<file path="src/rtl/link_control_if.sv">
// Signal bundle between link_control and its neighbours: frame timer,
// debounced buttons and Link position in; one-hot commands and the sticky
// draw error out to the character datapath.
interface link_control_if;
   logic       frame_tick;
   logic       key_up;
   logic       key_down;
   logic       key_left;
   logic       key_right;
   logic       key_attack;
   logic [7:0] link_x;
   logic [7:0] link_y;
   logic       draw_done;

   logic       init;
   logic       idle;
   logic       attack;
   logic       move_up;
   logic       move_down;
   logic       move_left;
   logic       move_right;
   logic       draw_char;
   logic       draw_err;

   // Environment side: drives timer, buttons, position and draw_done.
   modport master (
      output frame_tick, key_up, key_down, key_left, key_right, key_attack,
             link_x, link_y, draw_done,
      input  init, idle, attack, move_up, move_down, move_left, move_right,
             draw_char, draw_err
   );

   // Controller side.
   modport slave (
      input  frame_tick, key_up, key_down, key_left, key_right, key_attack,
             link_x, link_y, draw_done,
      output init, idle, attack, move_up, move_down, move_left, move_right,
             draw_char, draw_err
   );
endinterface

</file>
<file path="src/rtl/link_control.sv">
// link_control: once-per-frame control FSM for the player character.
// Waits MOVE_DIV frame ticks, decides one action from the buttons and the
// map bounds, issues a one-cycle command, then holds draw_char until the
// datapath answers draw_done or the DRAW watchdog expires.
module link_control #(
   parameter int MOVE_DIV      = 1,     // frame ticks per decision, 1..15
   parameter int ATTACK_FRAMES = 8,     // decisions per attack, 1..15
   parameter int DRAW_TIMEOUT  = 4095   // last DRAW cycle before abort
) (
   input logic          clock,
   input logic          reset,
   link_control_if.slave bus
);

   localparam logic [3:0] ST_RST    = 4'd0;
   localparam logic [3:0] ST_INIT   = 4'd1;
   localparam logic [3:0] ST_DRAW   = 4'd2;
   localparam logic [3:0] ST_WAIT   = 4'd3;
   localparam logic [3:0] ST_DECIDE = 4'd4;
   localparam logic [3:0] ST_ATTACK = 4'd5;
   localparam logic [3:0] ST_MOVE_U = 4'd6;
   localparam logic [3:0] ST_MOVE_D = 4'd7;
   localparam logic [3:0] ST_MOVE_L = 4'd8;
   localparam logic [3:0] ST_MOVE_R = 4'd9;

   localparam logic [3:0]  MOVE_LAST  = 4'(MOVE_DIV - 1);
   localparam logic [3:0]  ATK_LOAD   = 4'(ATTACK_FRAMES - 1);
   localparam logic [11:0] DRAW_LIMIT = 12'(DRAW_TIMEOUT);

   // 16x16 sprite on a 256x176 map: last legal top-left is (240, 160).
   localparam logic [7:0]  X_LIMIT = 8'd240;
   localparam logic [7:0]  Y_LIMIT = 8'd160;

   logic [3:0]  state,      state_nxt;
   logic [3:0]  frame_cnt,  frame_cnt_nxt;
   logic [3:0]  atk_cnt,    atk_cnt_nxt;
   logic [11:0] draw_cnt,   draw_cnt_nxt;
   logic        draw_err_q, draw_err_nxt;

   // Next-state and counter logic.
   // NOTE: every variable gets a default at the top so no path leaves it
   // unassigned; otherwise synthesis would infer a latch to hold the value.
   always_comb begin
      state_nxt     = state;
      frame_cnt_nxt = frame_cnt;
      atk_cnt_nxt   = atk_cnt;
      draw_cnt_nxt  = '0;          // held at zero outside DRAW, so entry clears it
      draw_err_nxt  = draw_err_q;

      case (state)
         ST_RST:  state_nxt = ST_INIT;
         ST_INIT: state_nxt = ST_DRAW;

         ST_DRAW: begin
            if (bus.draw_done) begin
               state_nxt = ST_WAIT;     // done wins over a same-cycle timeout
            end else if (draw_cnt == DRAW_LIMIT) begin
               state_nxt    = ST_WAIT;
               draw_err_nxt = 1'b1;
            end else begin
               draw_cnt_nxt = draw_cnt + 12'd1;
            end
         end

         ST_WAIT: begin
            if (bus.frame_tick) begin
               if (frame_cnt == MOVE_LAST) begin
                  frame_cnt_nxt = '0;
                  state_nxt     = ST_DECIDE;
               end else begin
                  frame_cnt_nxt = frame_cnt + 4'd1;
               end
            end
         end

         ST_DECIDE: begin
            if (atk_cnt != 4'd0) begin
               atk_cnt_nxt = atk_cnt - 4'd1;
               state_nxt   = ST_ATTACK;
            end else if (bus.key_attack) begin
               atk_cnt_nxt = ATK_LOAD;
               state_nxt   = ST_ATTACK;
            end else if (bus.key_up && bus.link_y != 8'd0) begin
               state_nxt = ST_MOVE_U;
            end else if (bus.key_down && bus.link_y < Y_LIMIT) begin
               state_nxt = ST_MOVE_D;
            end else if (bus.key_left && bus.link_x != 8'd0) begin
               state_nxt = ST_MOVE_L;
            end else if (bus.key_right && bus.link_x < X_LIMIT) begin
               state_nxt = ST_MOVE_R;
            end else begin
               state_nxt = ST_WAIT;     // nothing to do: skip the redraw
            end
         end

         ST_ATTACK, ST_MOVE_U, ST_MOVE_D, ST_MOVE_L, ST_MOVE_R:
            state_nxt = ST_DRAW;

         default: state_nxt = ST_RST;
      endcase
   end

   // State and counter registers with synchronous reset.
   // NOTE: sequential state uses non-blocking assignments so every register
   // samples the pre-edge values regardless of statement order.
   always_ff @(posedge clock) begin
      if (reset) begin
         state      <= ST_RST;
         frame_cnt  <= '0;
         atk_cnt    <= '0;
         draw_cnt   <= '0;
         draw_err_q <= 1'b0;
      end else begin
         state      <= state_nxt;
         frame_cnt  <= frame_cnt_nxt;
         atk_cnt    <= atk_cnt_nxt;
         draw_cnt   <= draw_cnt_nxt;
         draw_err_q <= draw_err_nxt;
      end
   end

   // Registered one-hot command decode, aligned with the state register.
   always_ff @(posedge clock) begin
      if (reset) begin
         bus.init       <= 1'b0;
         bus.idle       <= 1'b0;
         bus.attack     <= 1'b0;
         bus.move_up    <= 1'b0;
         bus.move_down  <= 1'b0;
         bus.move_left  <= 1'b0;
         bus.move_right <= 1'b0;
         bus.draw_char  <= 1'b0;
      end else begin
         bus.init       <= (state_nxt == ST_INIT);
         bus.idle       <= (state_nxt == ST_WAIT);
         bus.attack     <= (state_nxt == ST_ATTACK);
         bus.move_up    <= (state_nxt == ST_MOVE_U);
         bus.move_down  <= (state_nxt == ST_MOVE_D);
         bus.move_left  <= (state_nxt == ST_MOVE_L);
         bus.move_right <= (state_nxt == ST_MOVE_R);
         bus.draw_char  <= (state_nxt == ST_DRAW);
      end
   end

   assign bus.draw_err = draw_err_q;

endmodule

</file>
<file path="src/flat_wrapper.sv">
// flat-port wrapper written by rule: the top's interface ports become plain ports
module link_control_flat 
#(
   parameter int MOVE_DIV      = 1,                                       
   parameter int ATTACK_FRAMES = 8,                                   
   parameter int DRAW_TIMEOUT  = 4095                                  
)
  (clock, reset, bus_frame_tick, bus_key_up, bus_key_down, bus_key_left, bus_key_right, bus_key_attack, bus_link_x, bus_link_y, bus_draw_done, bus_init, bus_idle, bus_attack, bus_move_up, bus_move_down, bus_move_left, bus_move_right, bus_draw_char, bus_draw_err);
  link_control_if bus_i ();
  input logic clock;
  input logic reset;
  input wire logic [$bits(bus_i.frame_tick)-1:0] bus_frame_tick;
  input wire logic [$bits(bus_i.key_up)-1:0] bus_key_up;
  input wire logic [$bits(bus_i.key_down)-1:0] bus_key_down;
  input wire logic [$bits(bus_i.key_left)-1:0] bus_key_left;
  input wire logic [$bits(bus_i.key_right)-1:0] bus_key_right;
  input wire logic [$bits(bus_i.key_attack)-1:0] bus_key_attack;
  input wire logic [$bits(bus_i.link_x)-1:0] bus_link_x;
  input wire logic [$bits(bus_i.link_y)-1:0] bus_link_y;
  input wire logic [$bits(bus_i.draw_done)-1:0] bus_draw_done;
  output wire logic [$bits(bus_i.init)-1:0] bus_init;
  output wire logic [$bits(bus_i.idle)-1:0] bus_idle;
  output wire logic [$bits(bus_i.attack)-1:0] bus_attack;
  output wire logic [$bits(bus_i.move_up)-1:0] bus_move_up;
  output wire logic [$bits(bus_i.move_down)-1:0] bus_move_down;
  output wire logic [$bits(bus_i.move_left)-1:0] bus_move_left;
  output wire logic [$bits(bus_i.move_right)-1:0] bus_move_right;
  output wire logic [$bits(bus_i.draw_char)-1:0] bus_draw_char;
  output wire logic [$bits(bus_i.draw_err)-1:0] bus_draw_err;
  assign bus_i.frame_tick = bus_frame_tick;
  assign bus_i.key_up = bus_key_up;
  assign bus_i.key_down = bus_key_down;
  assign bus_i.key_left = bus_key_left;
  assign bus_i.key_right = bus_key_right;
  assign bus_i.key_attack = bus_key_attack;
  assign bus_i.link_x = bus_link_x;
  assign bus_i.link_y = bus_link_y;
  assign bus_i.draw_done = bus_draw_done;
  assign bus_init = bus_i.init;
  assign bus_idle = bus_i.idle;
  assign bus_attack = bus_i.attack;
  assign bus_move_up = bus_i.move_up;
  assign bus_move_down = bus_i.move_down;
  assign bus_move_left = bus_i.move_left;
  assign bus_move_right = bus_i.move_right;
  assign bus_draw_char = bus_i.draw_char;
  assign bus_draw_err = bus_i.draw_err;
  link_control #(.MOVE_DIV(MOVE_DIV), .ATTACK_FRAMES(ATTACK_FRAMES), .DRAW_TIMEOUT(DRAW_TIMEOUT)) u_core (.clock(clock), .reset(reset), .bus(bus_i));
endmodule
</file>
<file path="config.mk">
export PLATFORM = sky130hd
export DESIGN_NAME = link_control_flat
export DESIGN_NICKNAME = d
export VERILOG_FILES = /design/src/rtl/link_control_if.sv /design/src/rtl/link_control.sv /design/src/flat_wrapper.sv
export SDC_FILE = /design/constraint.sdc
export NUM_CORES = 1
export LEC_CHECK = 0
export BUFFER_PORTS_ARGS = -buffer_cell sky130_fd_sc_hd__buf_2
export CAP_MARGIN = 10
export CORE_ASPECT_RATIO = 1.75
export CORE_MARGIN = 1.5
export CORE_UTILIZATION = 45
export CTS_BUF_LIST = sky130_fd_sc_hd__clkbuf_4
export CTS_CLUSTER_DIAMETER = 150
export DETAILED_ROUTE_END_ITERATION = 7
export GPL_ROUTABILITY_DRIVEN = 0
export PLACE_DENSITY = 0.68
export SYNTH_ARGS = -nofsm -noshare
export SYNTH_HDL_FRONTEND = slang
export SYNTH_SLANG_ARGS = --single-unit
</file>
<file path="constraint.sdc">
create_clock -name clock -period 3.75 [get_ports clock]
set_input_delay 0.75 -clock clock [delete_from_list [all_inputs] [get_ports clock]]
set_output_delay 0.75 -clock clock [all_outputs]
set_load 0.01 [all_outputs]
</file>
## Yosys cells after proc, flatten, opt, wreduce, memory -nomap -nowiden

Cells that the tools add are included.

- Add/subtract/negate cells: 3
- $lt $le $gt $ge: 2
- Reductions and logical operators: 15
- Multiplexer cells: 14
- Equality and inequality tests: 18
- Bitwise operators: 2

Operators by type and width:

| operator | number |
|---|---|
| $mux W4 | 13 |
| $eq A4 B3 Y1 const B | 7 |
| $pmux W4 S5 | 1 |
| $eq A4 B2 Y1 const B | 4 |
| $eq A4 B4 Y1 const B | 4 |
| $lt A8 B8 Y1 const B | 2 |
| $reduce_bool A8 Y1 | 2 |
| $add A12 B1 Y12 const B | 1 |
| $eq A12 B12 Y1 const B | 1 |
| $eq A4 B1 Y1 const B | 2 |
| $logic_not A4 Y1 | 2 |
| $reduce_or A6 Y1 | 1 |
| $add A4 B1 Y4 const B | 1 |
| $logic_and A1 B1 Y1 | 4 |
| $reduce_and A2 Y1 | 2 |
| $reduce_bool A4 Y1 | 1 |
| $reduce_or A4 Y1 | 1 |
| $sub A4 B1 Y4 const B | 1 |
| $reduce_and A3 Y1 | 1 |
| $not A1 Y1 | 2 |
| $reduce_bool A2 Y1 | 1 |

- Bits in registers: 33
- Word-level logic and storage cells: 67
- Input port bits: 25
- Output and inout bits: 9

## Longest topological paths before layout

Gate-level depths: netlist of run 1.

- Word-level depth: 10
- Gate-level depth with buffers: 8
- Gate-level depth less buffers: 7

## Least setup slack after synthesis of run 1

Ideal clock, no wire load.

- Kind: input to register
- Start point: input port bus_link_x[1]
- End point: register u_core.bus.init
- Arrival time: 1993 ps
- Path buffers: 1
- Required time: 3672 ps
- Stages on the path: 6
- Setup time: 78 ps
- Setup slack: 1679 ps
- Cells stage by stage: or4_1 o21ai_4 o211ai_2 and3_1 buf_6 nor3_1

- Word-level cells in the longest chain between the ends: 10
- Elaborated cells between the ends (all ways): 12
- Those cells by class: 1 x order compare; 1 x eq/ne; 7 x mux; 3 x reduce/logical

RTL lines:

| element | line | text |
|---|---|---|
| start: declaration | flat_wrapper.sv:18 | `input wire logic [$bits(bus_i.link_x)-1:0] bus_link_x;` |
| $lt A8 B8 Y1 | link_control.sv:89 | `end else if (bus.key_right && bus.link_x < X_LIMIT) begin` |
| $logic_and A1 B1 Y1 | link_control.sv:89 |  |
| $mux W4 | link_control.sv:89 |  |
| $mux W4 * | link_control.sv:87 | `end else if (bus.key_left && bus.link_x != 8'd0) begin` |
| $mux W4 * | link_control.sv:85 | `end else if (bus.key_down && bus.link_y < Y_LIMIT) begin` |
| $mux W4 * | link_control.sv:83 | `end else if (bus.key_up && bus.link_y != 8'd0) begin` |
| $mux W4 * | link_control.sv:80 | `end else if (bus.key_attack) begin` |
| $mux W4 * | link_control.sv:77 | `if (atk_cnt != 4'd0) begin` |
| $pmux W4 S5 * | link_control.sv:50 | `case (state)` |
| $eq A4 B1 Y1 * | link_control.sv:134 | `bus.init <= (state_nxt == ST_INIT);` |
| end signal: assignment | link_control.sv:134 |  |
| end: declaration | link_control_if.sv:37 | `output init, idle, attack, move_up, move_down, move_left, move_right,` |

Every way passes the cells marked *; elsewhere a longest branch is shown, timed or not.
A chain may end at the register's enable or synchronous reset.

## Worst setup path in the final report of run 1

- Start point: register u_core.atk_cnt[0]
- End point: register u_core.bus.init

- Word-level cells in the longest chain between the ends: 4

RTL lines:

| element | line | text |
|---|---|---|
| start: declaration | link_control.sv:36 | `logic [3:0] atk_cnt, atk_cnt_nxt;` |
| start signal: assignment | link_control.sv:116 | `atk_cnt <= atk_cnt_nxt;` |
| $reduce_bool A4 Y1 | link_control.sv:77 |  |
| $mux W4 | link_control.sv:77 |  |
| $pmux W4 S5 | link_control.sv:50 |  |
| $eq A4 B1 Y1 | link_control.sv:134 |  |

No other way between the ends.

==> results.txt, run 1 <==
Cts bufs inserted -> 5
Critical path class -> flop to flop
Pins Over Slew Limit -> 0
CTS clk-pin slew, worst paths -> 0.11 ns
Worst-Margin Slew -> 0.4573 ns
Mapped Nets -> 201
Max-cap violations -> 0
Yosys warns -> 0
P_leak -> 0.6991 nW
Worst Path Max Fanout -> 6
Startpoint Class -> flop
Slowest CP cell -> nor4b_2
Vias -> 1357
Die H -> 80.08 um
Reg2reg setup slack -> 1.75 ns
Largest net degree at the start of global routing -> 13
Max Clk Rate -> 498.9 MHz
Crit-path leading delay family -> simple AND/OR/NAND/NOR gates
Peak supply drop -> 0.4241 mV
Clock network power share -> 36.8%
Top Ports -> 34
Ratio of cells with drive above 1 in the final layout -> 25.71%
Arr. time, crit path -> 2.24 ns
R2R depth -> 7
DIE WIDTH -> 47.05 um
CP required -> 3.99 ns
Core area -> 3209 sq um
CTS tree -> done
Hold Crit Depth -> 1
Hold EP -> u_core.draw_cnt[0]
Ys async rst share -> 0%
Final Skew -> 0.01514 ns
Congestion Overflow GR -> 0
Syn_area_per_cell -> 8.882 sq um
Row count -> 27
CP peak stage delay -> 0.40 ns
Synth Register Bits -> 33
Starting Density -> 47.60%
RSZ-0062 raised after global routing -> no
Hold Vio Cnt, Final -> 0
Fillcell total -> 315
Synth Instances -> 172
Nets -> 238
Status -> finished, final reports clean
Leading area contributor after synthesis -> dfxtp_1
Postcts setup bufs -> 0
Root Driver -> clkbuf_4
P&R area growth vs syn -> 18.51%
Top_reg_cell synth -> dfxtp_1
Via/cell ratio -> 5.364
TritonCTS Sinks -> 33
Post-synth EDFFs -> 0
Reg power frac -> 50.6%
Gr usage total -> 19.42%
Pre-Repair DR Iteration Count -> 5
Power Dens Cells -> 403.0 nW/um^2
Startpoint of the lowest-slack hold path -> u_core.draw_cnt[0]
Hold Buf Count CTS -> 0
Critical path buffers and inverters -> 1
Initial DRC Count -> 29
Share of the synthesized area in the top cell type -> 43.24%
Switching Fraction -> 26.12%
Post-layout min period -> 2.004 ns
Vias in the first global route -> 1316
Critical path, cell by cell -> inv_1, ha_1, nor4b_2, nand2_1, a221oi_1, and3_1, nor3_1
Die area -> 3767 sq um
First-pass GRT wire length -> 5223 um
PostCTS Resize Cnt -> 0
Final wirelength -> 3318 um
Drt wl/cell -> 13.11 um
Total Power -> 0.7296 mW
H-tree depth -> 2
Setup violators final -> 0
Ant diodes -> 0
Port Buffer Count -> 33
Worst-Skew Late Latency -> 0.34 ns
Crit. End Element -> flop
Relative slew slack -> 69.10%
Comb pwr share -> 12.6%
Netlist cell types -> 41
Antenna-violating nets left -> 0
Reg area -> 660.6 sq um
Sequential-to-total area share from yosys stat -> 43.24%
Initial antenna violation count -> 0
Clock buffer depth -> 2
Most frequent cells in the layout -> buf_2, dfxtp_1, nor2_1
R2r startpoint -> u_core.atk_cnt[0]
Largest cells by area after synthesis -> dfxtp_1, nor2_1, xnor2_1
Pint -> 0.5390 mW
DRC viols -> 0
Final period util -> 53.45%
Hold Path Class -> flop to flop
R2r endpoint -> u_core.bus.init
Switching power -> 0.1906 mW
Post-DP HPWL -> 2631 um
Final setup TNS -> 0 ns
Multi-input combinational cell area -> 817.0 sq um
Mapped Area -> 1528 sq um
per-stage QoR:
step                area [sq um]  hold WS (ns)  util, %  std cells  setup WS [ns]
floorplan                   1528        0.4263        -        172          1.679
finish                      1810        0.4787    56.41        253          1.746
global placement            1727        0.4400    53.80        245          1.503
global route                1810        0.5262    56.41        253          1.546
CTS                         1810        0.4760    56.41        253          1.717
detailed placement          1727        0.4534    53.80        245          1.460
synthesized netlist by cell type, types with 2 or more instances:
master	instances
nor4_1	3
or3_1	2
o21ai_0	3
a211oi_1	2
xor2_1	6
and3_1	3
a221oi_1	2
inv_1	8
nor2_1	28
nor4b_2	2
nor3_2	4
nand4_1	6
dfxtp_1	33
nand3_1	7
nor3_1	8
xnor2_1	7
ha_1	4
or4_4	2
a21oi_1	5
and2_1	2
nand2_1	15
per-layer routing:
layer  vias to the layer above  global-route usage [%]  part of all wire [%]
met4                         0                   11.39                   3.8
met1                       620                   18.12                    37
met2                        44                   35.07                    55
met3                        14                   4.719                   4.9
met5                         -                       0                     0
li1                        679                       -                     -
power groups by stage:
stage	clock, mW	sequential, mW	combinational, mW
3_5_place_dp	0	0.377	0.0920
4_1_cts	0.280	0.369	0.0928
3_3_place_gp	0	0.376	0.0887
5_1_grt	0.291	0.371	0.102
2_1_floorplan	0	0.378	0.0624
6_report	0.268	0.370	0.0918
area by class of cell:
cell class,count,share of cell area (%)
Multi-Input combinational cell,128,45.13
Sequential cell,33,36.49
Clock inverter,3,2.557
Clock buffer,5,2.073
Tap cell,43,2.972
Timing Repair Buffer,33,9.122
Inverter,8,1.659
worst reg2reg max path: cells and delay by family, from the launching register on:
| family | cells | cell delay [ns] |
|---|---|---|
| simple gates | 4 | 0.97 |
| flops | 1 | 0.35 |
| buf+inv | 1 | 0.06 |
| compound gates | 1 | 0.29 |
| fa+ha+maj | 1 | 0.23 |
flip-flops by register name, indices dropped and copies added (netlist names):
signal                 flops
u_core.frame_cnt           4
u_core.draw_cnt           12
u_core.bus.draw_char       1
u_core.bus.move_down       1
u_core.bus.move_right      1
u_core.bus.move_up         1
u_core.bus.draw_err        1
u_core.bus.attack          1
u_core.bus.init            1
u_core.state               4
u_core.atk_cnt             4
u_core.bus.move_left       1
u_core.bus.idle            1
cell families (layout without fill, tap and decap cells):
| kind of cell | Yosys count | count (layout) | share of synthesized area (%) |
|---|---|---|---|
| buffers and inverters | 11 | 49 | 3.275 |
| flip-flops | 33 | 33 | 43.24 |
| AND/OR/NAND/NOR | 91 | 91 | 33.25 |
| XOR/XNOR | 13 | 13 | 7.453 |
| adder cells (fa/ha/maj) | 4 | 4 | 3.276 |
| AO/OA/AOI/OAI | 20 | 20 | 9.500 |
how the worst max path moves through the flow:
stage / start / endpoint / cells after the start
6_report: u_core.atk_cnt[0] / u_core.bus.init / 7
2_1_floorplan: bus_link_x[1] / u_core.bus.init / 6
3_5_place_dp: bus_frame_tick / u_core.bus.init / 6
5_1_grt: u_core.frame_cnt[0] / u_core.bus.move_right / 7
4_1_cts: u_core.atk_cnt[0] / u_core.bus.init / 7
3_3_place_gp: bus_frame_tick / u_core.bus.init / 6
Power figures use the tool's default switching activity.
==> run 2: changes to the inputs <==
--- a/config.mk
+++ b/config.mk
@@ -5,6 +5,7 @@
 export SDC_FILE = /design/constraint.sdc
 export NUM_CORES = 1
 export LEC_CHECK = 0
+export ABC_AREA = 1
 export BUFFER_PORTS_ARGS = -buffer_cell sky130_fd_sc_hd__buf_2
 export CAP_MARGIN = 10
 export CORE_ASPECT_RATIO = 1.75
@@ -14,7 +15,7 @@
 export CTS_CLUSTER_DIAMETER = 150
 export DETAILED_ROUTE_END_ITERATION = 7
 export GPL_ROUTABILITY_DRIVEN = 0
-export PLACE_DENSITY = 0.68
+export PLACE_DENSITY = 0.67
 export SYNTH_ARGS = -nofsm -noshare
 export SYNTH_HDL_FRONTEND = slang
 export SYNTH_SLANG_ARGS = --single-unit
==> constraint.sdc (replaced) <==
create_clock -name clock -period 2 [get_ports clock]
set_input_delay 0.4 -clock clock [delete_from_list [all_inputs] [get_ports clock]]
set_output_delay 0.4 -clock clock [all_outputs]
set_load 0.01 [all_outputs]
==> results.txt, run 2 <==
PostCTS Resize Cnt -> 0 (unchanged)
Antenna-violating nets left -> 0 (unchanged)
Synth top cells by count -> nor2_1, nand2_1, dfxtp_1
Final setup TNS -> 0 ns (unchanged)
Startpoint Class -> flop
Fin worst setup slack -> 0.3214 ns (-1.424 ns)
Vias -> 1509 (+11%)
Via/cell ratio -> 4.852 (-9.5%)
Status -> finished, final reports clean
Port Buffer Count -> 33 (unchanged)
Max-cap violations -> 0 (unchanged)
Worst Path Max Fanout -> 11 (+5)
Vias in the first global route -> 1393 (+5.9%)
Row count -> 29 (+7.4%)
Initial antenna violation count -> 0 (unchanged)
Final wirelength -> 3094 um (-6.8%)
Synth Register Bits -> 33 (unchanged)
Clock buffer depth -> 2 (unchanged)
Drt wl/cell -> 9.949 um (-24%)
Arr. time, crit path -> 1.90 ns (-0.34 ns)
Gr usage total -> 16.69% (-2.7 points)
Mapped Nets -> 253 (+26%)
Total Power -> 1.921 mW (+160%)
TritonCTS Sinks -> 33 (unchanged)
CTS tree -> done
RSZ-0062 raised after global routing -> no
Pins Over Slew Limit -> 0 (unchanged)
Initial DRC Count -> 24 (-17%)
Leading area contributor after synthesis -> dfxtp_1
First-pass GRT wire length -> 5326 um (+2.0%)
Comb pwr share -> 34.9% (+22 points)
Root Driver -> clkbuf_4
Nets -> 293 (+23%)
Largest register FFs -> 12 (unchanged)
Critical path class -> flop to flop
Worst slack at placement -> 0.3363 ns (-1.123 ns)
Synth Instances -> 224 (+30%)
Die area -> 4142 sq um (+9.9%)
DRC viols -> 0 (unchanged)
Peak supply drop -> 0.6069 mV (+43%)
Most frequent cells in the layout -> nor2_1, nand2_1, buf_2, dfxtp_1, inv_1
Post-synth EDFFs -> 0 (unchanged)
Fillcell total -> 346 (+9.8%)
Post-DP HPWL -> 2508 um (-4.7%)
Ys async rst share -> 0% (unchanged)
Post-layout min period -> 1.679 ns (-0.3257 ns)
Relative slew slack -> 70.71% (+1.6 points)
Netlist cell types -> 32 (-22%)
Reg power frac -> 39.4% (-11 points)
Switching power -> 0.6548 mW (+240%)
Worst-Margin Slew -> 0.4381 ns (-0.01922 ns)
Syn_area_per_cell -> 7.535 sq um (-15%)
Pint -> 1.266 mW (+130%)
Yosys warns -> 0 (unchanged)
DIE WIDTH -> 49.30 um (+4.8%)
Max Clk Rate -> 595.7 MHz (+19%)
Core area -> 3592 sq um (+12%)
Die H -> 84.02 um (+4.9%)
Crit. End Element -> flop
Hold Path Class -> input pin to flop
Hold Vio Cnt, Final -> 0 (unchanged)
Final Skew -> 0.01410 ns (-0.001045 ns)
Starting Density -> 46.99% (-0.62 points)
CTS clk-pin slew, worst paths -> 0.10 ns (about the same)
Switching Fraction -> 34.09% (+8.0 points)
Share of the synthesized area in the top cell type -> 39.14% (-4.1 points)
Largest cells by area after synthesis -> dfxtp_1, nor2_1, nand2_1
Clock network power share -> 25.7% (-11 points)
Worst-Skew Late Latency -> 0.33 ns (about the same)
Ratio of cells with drive above 1 in the final layout -> 27.55% (+1.8 points)
Most flops, register -> u_core.draw_cnt
Top_reg_cell synth -> dfxtp_1
Setup violators final -> 0 (unchanged)
Largest net degree at the start of global routing -> 12 (-1)
Congestion Overflow GR -> 0 (unchanged)
Cts bufs inserted -> 5 (unchanged)
H-tree depth -> 2 (unchanged)
Pre-Repair DR Iteration Count -> 4 (-1)
Postcts setup bufs -> 0 (unchanged)
P_leak -> 0.8630 nW (+23%)
Hold Buf Count CTS -> 0 (unchanged)
P&R area growth vs syn -> 17.87%
Sequential-to-total area share from yosys stat -> 39.14% (-4.1 points)
Top-count cell post-synth -> nor2_1
Mapped Area -> 1688 sq um (+10%)
Power Dens Cells -> 965.4 nW/um^2 (+140%)
Top Ports -> 34 (unchanged)
CP required -> 2.22 ns (-1.77 ns)
Final period util -> 83.93% (+30 points)
Ant diodes -> 0 (unchanged)
Commonest non-fill, non-tap cell in the layout -> nor2_1
-- run 2: worst paths after layout --
kind	startpoint	cells past startpoint	to	slack [ns]
worst min-delay path	reset	2	u_core.state[1]	0.33
worst max-delay path	u_core.draw_cnt[0]	10	u_core.draw_cnt[10]	0.32
worst max register to register	u_core.draw_cnt[0]	10	u_core.draw_cnt[10]	0.32
worst min register to register	u_core.draw_cnt[0]	1	u_core.draw_cnt[0]	0.47
-- run 2: logic make-up (layout without fill, tap and decap cells) --
group,after synthesis,in the layout,share of synthesized area (%)
and+or+nand+nor,123,123,38.99
DFF,33,33,39.14
buffers and inverters,32,73,7.488
AOI/OAI and AO/OA,27,27,8.821
xor gates and xnor gates,5,5,2.595
adders and majority gates,4,4,2.965
-- run 2: through the flow --
step                      hold slack (ns)  area, sq um  instances  utilization [%]
after floorplan                    0.4178         1688        224                -
after global placement             0.4301         1911        303            53.19
after detailed placement           0.4476         1911        303            53.19
after CTS                          0.3237         1989        311            55.38
after global routing               0.3330         1989        311            55.38
final                              0.3313         1989        311            55.38
-- run 2: layout make-up --
cell class	instances	area (sq um)	area share, %
clock buffer	6	45.04	2.264
clock inverter	2	33.78	1.698
inverter	31	118.9	5.975
multi-input combinational	159	900.9	45.28
sequential	33	660.6	33.21
tap	46	57.56	2.893
timing repair buffer	34	172.7	8.679
-- run 2: critical path, cell delays in order, from the launching register on --
cell     delay, ns
dfxtp_1       0.37
ha_1          0.17
nand2_1       0.07
nor2_1        0.15
nand3_1       0.10
nand2_1       0.10
inv_1         0.04
nand3_1       0.31
inv_1         0.11
o21ai_1       0.09
a21oi_1       0.05
-- run 2: per-layer routing --
layer	global-route usage, %	vias up	wire length (um)
met5	0	-	0
met4	9.351	0	110
met3	4.480	11	131
met2	31.57	34	1651
met1	15.24	668	1201
li1	-	796	-
-- run 2: power groups by stage --
| stage | clock, mW | combinational [mW] | sequential [mW] |
|---|---|---|---|
| after floorplan | 0 | 0.525 | 0.784 |
| after global placement | 0 | 0.671 | 0.773 |
| after detailed placement | 0 | 0.675 | 0.773 |
| after CTS | 0.504 | 0.678 | 0.758 |
| after global routing | 0.531 | 0.732 | 0.762 |
| final | 0.493 | 0.671 | 0.756 |
